[config.mk]
export PLATFORM = sky130hd
export DESIGN_NAME = btn_conditioner
export DESIGN_NICKNAME = d
export VERILOG_FILES = /design/src/rtl/btn_conditioner.sv
export SDC_FILE = /design/constraint.sdc
export NUM_CORES = 1
export LEC_CHECK = 0
export CORE_MARGIN = 3
export CORE_UTILIZATION = 40
export DETAILED_ROUTE_END_ITERATION = 10
export GPL_ROUTABILITY_DRIVEN = 1
export PLACE_DENSITY = 0.63
export SYNTH_ARGS = -nofsm -noshare
export SYNTH_HDL_FRONTEND = slang
export SYNTH_SLANG_ARGS = --single-unit
[constraint.sdc]
create_clock -name clk -period 5.5 [get_ports clk]
set_input_delay 1.1 -clock clk [delete_from_list [all_inputs] [get_ports clk]]
set_output_delay 1.1 -clock clk [all_outputs]
set_load 0.02 [all_outputs]
[src/rtl/btn_conditioner.sv]
// btn_conditioner: synchronises, debounces and edge-detects the Basys3 push-buttons.
// Define BTN_AUTOREPEAT_EN to build the shared hold-to-repeat engine; otherwise btn_repeat is 0.
module btn_conditioner #(
  parameter int N_BTN           = 5,
  parameter int CLK_HZ          = 1_000_000,
  parameter int DEBOUNCE_MS     = 10,
  parameter int REPEAT_DELAY_MS = 500,
  parameter int REPEAT_RATE_MS  = 100
) (
  input  logic             clk,
  input  logic             rst,
  input  logic [N_BTN-1:0] btn,
  output logic [N_BTN-1:0] btn_level,
  output logic [N_BTN-1:0] btn_press,
  output logic [N_BTN-1:0] btn_release,
  output logic             btn_repeat
);

  localparam int DB_TICKS = CLK_HZ / 1000 * DEBOUNCE_MS;
  localparam int DBW = $clog2(DB_TICKS + 1);
  localparam logic [DBW-1:0] DB_LAST = DBW'(DB_TICKS - 1);

  logic [N_BTN-1:0] s1, s2;
  logic [N_BTN-1:0] level_d, rise_d, fall_d, press_d;
  logic [DBW-1:0]   cnt   [N_BTN];
  logic [DBW-1:0]   cnt_d [N_BTN];

  always_ff @(posedge clk or posedge rst) begin
    if (rst) begin
      s1 <= '0;
      s2 <= '0;
    end else begin
      s1 <= btn;
      s2 <= s1;
    end
  end

  // A single cycle where the synced input agrees with the level restarts the count.
  always_comb begin
    level_d = btn_level;
    for (int i = 0; i < N_BTN; i++) begin
      cnt_d[i] = cnt[i];
      if (s2[i] == btn_level[i]) begin
        cnt_d[i] = '0;
      end else if (cnt[i] == DB_LAST) begin
        level_d[i] = s2[i];
        cnt_d[i]   = '0;
      end else begin
        cnt_d[i] = cnt[i] + DBW'(1);
      end
    end
    rise_d = level_d & ~btn_level;
    fall_d = btn_level & ~level_d;
  end

  always_ff @(posedge clk or posedge rst) begin
    if (rst) begin
      btn_level   <= '0;
      btn_press   <= '0;
      btn_release <= '0;
      for (int i = 0; i < N_BTN; i++) cnt[i] <= '0;
    end else begin
      btn_level   <= level_d;
      btn_press   <= press_d;
      btn_release <= fall_d;
      for (int i = 0; i < N_BTN; i++) cnt[i] <= cnt_d[i];
    end
  end

`ifdef BTN_AUTOREPEAT_EN
  typedef enum logic [1:0] {IDLE, DELAY, RATE} rpt_state_t;

  localparam int RD_TICKS = CLK_HZ / 1000 * REPEAT_DELAY_MS;
  localparam int RR_TICKS = CLK_HZ / 1000 * REPEAT_RATE_MS;
  localparam int RPT_MAX  = (RD_TICKS > RR_TICKS) ? RD_TICKS : RR_TICKS;
  localparam int RW = $clog2(RPT_MAX + 1);
  localparam int SW = (N_BTN > 1) ? $clog2(N_BTN) : 1;
  localparam logic [RW-1:0] RD_LAST = RW'(RD_TICKS - 1);
  localparam logic [RW-1:0] RR_LAST = RW'(RR_TICKS - 1);

  rpt_state_t      state, state_d;
  logic [RW-1:0]   rcnt, rcnt_d;
  logic [SW-1:0]   sel_d;
  logic            fire;

  // Highest held bit wins, so centre overrides the directional buttons.
  function automatic logic [SW-1:0] top_bit(input logic [N_BTN-1:0] v);
    top_bit = '0;
    for (int i = 0; i < N_BTN; i++) if (v[i]) top_bit = SW'(i);
  endfunction

  always_ff @(posedge clk or posedge rst) begin
    if (rst) begin
      state      <= IDLE;
      rcnt       <= '0;
      btn_repeat <= 1'b0;
    end else begin
      state      <= state_d;
      rcnt       <= rcnt_d;
      btn_repeat <= fire;
    end
  end

  // Decisions use the level being loaded this cycle, so an edge press always beats a repeat.
  always_comb begin
    state_d = state;
    rcnt_d  = rcnt;
    fire    = 1'b0;
    sel_d   = top_bit(level_d);
    if (level_d == '0) begin
      state_d = IDLE;
      rcnt_d  = '0;
    end else if (rise_d != '0 || sel_d != top_bit(btn_level) || state == IDLE) begin
      state_d = DELAY;
      rcnt_d  = '0;
    end else begin
      case (state)
        DELAY: begin
          if (rcnt == RD_LAST) begin
            fire    = 1'b1;
            state_d = RATE;
            rcnt_d  = '0;
          end else begin
            rcnt_d = rcnt + RW'(1);
          end
        end
        RATE: begin
          if (rcnt == RR_LAST) begin
            fire   = 1'b1;
            rcnt_d = '0;
          end else begin
            rcnt_d = rcnt + RW'(1);
          end
        end
        default: begin
          state_d = DELAY;
          rcnt_d  = '0;
        end
      endcase
    end
    press_d = rise_d;
    if (fire) press_d[sel_d] = 1'b1;
  end
`else
  always_comb press_d = rise_d;
  assign btn_repeat = 1'b0;
`endif

endmodule
==> flow_summary_export.csv <==
group,metric,value,unit
outcome,status,"completed",
pwr,max-vdd-ir-drop,143,uV
clock_network,htree_levels,3,
pwr,p_int,0.961,mW
timing,timing.fmax,397,MHz
setup_path,critPathKind,"flop to output port",
final_layout,layout_common_cells,"dfrtp_1 (95), nor2_1 (85), xnor2_1 (55)",
clock_network,clkSinkCount,95,
timing,relSlewSlack,0.438,
global_routing,grt_max_degree,50,
synth,postSynthNetCount,410,
synth,synth_area_leader_cell,"dfrtp_1",
route,drcViolationCount,0,
clock_network,clockBufferDepth,2,
route,routed_wl,7.13,mm
final_layout,stdcell_count,561,
timing,worst_pin_slew,0.842,ns
synth,synth_area_leaders,"dfrtp_1 (56%), xnor2_1 (11%), nor2_1 (7.5%)",
clock_network,insertion_delay,0.35,ns
placement,place_ws,2.72,ns
clock_network,cts_tree,"yes",
setup_path,cp.arrival,1.42,ns
floorplanning,start_util,0.412,
pwr,switching_share,0.224,
worst_hold_path,worstHoldStart,"s1[1]",
pwr,powerDensity,259,nW/um2
synth,synthCells,393,
clock_network,holdBufCountCts,0,
floorplanning,core-area,10300,um2
floorplanning,die_x,109,um
placement,io_buffers,21,
final_layout,area_growth,12.6,%
route,drt-initial-drc-count,128,
clock_network,cts_setup_buffers,0,
global_routing,grt_use_met1,0.181,
synth,ys_ff_latch,95,
synth,synth.avg_cell_area,10.8,um2
floorplanning,die_area,11900,um2
synth,ys_warn_count,0,
global_routing,grt.overflow.total,0,
synth,synthDistinctLibCells,21,
pwr,power.leakage,1.97,nW
final_layout,fin_nets,437,
timing,fin_skew,0.0138,ns
floorplanning,row_count,37,
pwr,pwr-share-comb,0.035,
floorplanning,pin_count,23,
setup_path,critPathLaunch,"btn_level[0]",
global_routing,grt_pass1_wl,12.5,mm
setup_path,critPathSlowestCell,"clkdlybuf4s50_1",
route,vias,2702,
timing,fin_tns_setup,0,ns
setup_path,cp_data_required_time,4.40,ns
pwr,seq_power_share,0.585,
setup_path,critPathTopFamily,"buffers and inverters",
synth,synth_top_area_frac,0.559,
global_routing,antenna_found_initial,0,
timing,fin_crit,2.52,ns
global_routing,grt_busiest_layer,"met2",
pwr,p_sw,0.278,mW
timing,final-hold-violation-count,0,
setup_path,crit_path_cell_trace,"clkdlybuf4s50_1",
timing,fin_crit_sh,0.458,
route,ant_nets,0,
setup_path,worst_setup_path_end_kind,"output port",
global_routing,grtUsageMet2,0.203,
run,max_cap_viol_count,0,
final_layout,fin_util,0.464,
synth,synth_area,4260,um2
timing,rsz0062_at_grt,"no",
clock_network,cts_made_buffers,9,
route,first_pass_iters,4,
floorplanning,die_y,109,um
final_layout,drive_gt1_frac,0.0753,
setup_path,path_buf_inv,1,
timing,whs,0.358,ns
pwr,p_clk_frac,0.380,
placement,hpwl,4.87,mm
clock_network,clk_pin_slew,0.10,ns
setup_path,r2r-start,"cnt[67]",
final_layout,diodes,0,
timing,layout_setup_ws,2.98,ns
final_layout,final_common_cell,"dfrtp_1",
placement,routabilityCongestion,0.796,
global_routing,grt.met3_usage,0.0272,
timing,maxSlewViolCount,0,
synth,seq_area_frac_synth,0.559,
global_routing,track_usage,0.132,
clock_network,cts_resized,0,
placement,numPlacedInstances,545,
setup_path,cp_max_fo,5,
route,detail_route.wl_per_cell,12.7,um
worst_hold_path,hold_path_class,"flop to flop",
global_routing,grt_pass1_vias,2777,
setup_path,start_kind,"flop",
route,avgViaCountPerCell,4.82,
clock_network,cts_root_buffer,"clkbuf_8",
setup_path,cpPeakStageDelay,0.65,ns
timing,setup_violations,0,
[path summary, 6_finish.rpt]
kind	to	slack, ns	depth (start not counted)
setup / recovery	btn_level[0]	2.98	1
hold / removal	s2[1]	0.36	0
setup reg to reg	btn_release[0]	3.48	3
hold reg to reg	s2[1]	0.36	0
max in group asynchronous	btn_level[2]	3.20	3
min in group asynchronous	cnt[42]	1.23	2
[metrics by stage]
step / instance area (um2) / power [mW]
2_1_floorplan: 4260 / 0.771
3_3_place_gp: 4580 / 0.782
3_5_place_dp: 4580 / 0.783
4_1_cts: 4790 / 1.26
5_1_grt: 4790 / 1.30
6_report: 4790 / 1.24
[cells by family (layout without fill, tap and decap cells)]
family,count (synthesis),after routing,synth area share
other,1,1,0.000881
adders and majority gates,10,10,0.0294
DFF,95,95,0.559
muxes,5,5,0.0176
xor gates and xnor gates,65,65,0.134
buffers and inverters,17,49,0.0247
and+or+nand+nor,200,200,0.235
[flip-flops by register name, indices dropped and copies added (netlist names)]
register,count
s1,5
s2,5
cnt,70
btn_release,5
btn_level,5
btn_press,5
[power by group through the flow]
stage	registers, mW	clock network (mW)	logic (mW)
4_1_cts	0.724	0.487	0.0451
3_5_place_dp	0.738	0	0.0448
6_report	0.724	0.471	0.0433
5_1_grt	0.727	0.518	0.0508
3_3_place_gp	0.737	0	0.0440
2_1_floorplan	0.735	0	0.0354
[Yosys cell counts (all sizes together)]
library cell	instances
and3	5
buf	6
conb	1
dfrtp	95
ha	10
inv	11
mux2	5
nand2	21
nand3	25
nand4	14
nor2	85
nor3	19
nor3b	10
nor4	6
or3	5
or4	5
or4b	5
xnor2	55
xor2	10
[layer usage]
metal	up-vias	share of wire
li1	1365	-
met1	1292	0.51
met2	35	0.44
met3	10	0.032
met4	0	0.016
met5	-	0
[cell type report]
cell class	instances	area, um2
fillers	929	5530
flip-flops and latches	95	2380
multi-input cells	281	1770
repair buffers	22	218
well taps	136	170
clock buffers	12	155
clock inverters	4	53.8
inverters	11	42.5
No activity file was read; power rests on OpenSTA's default activity.
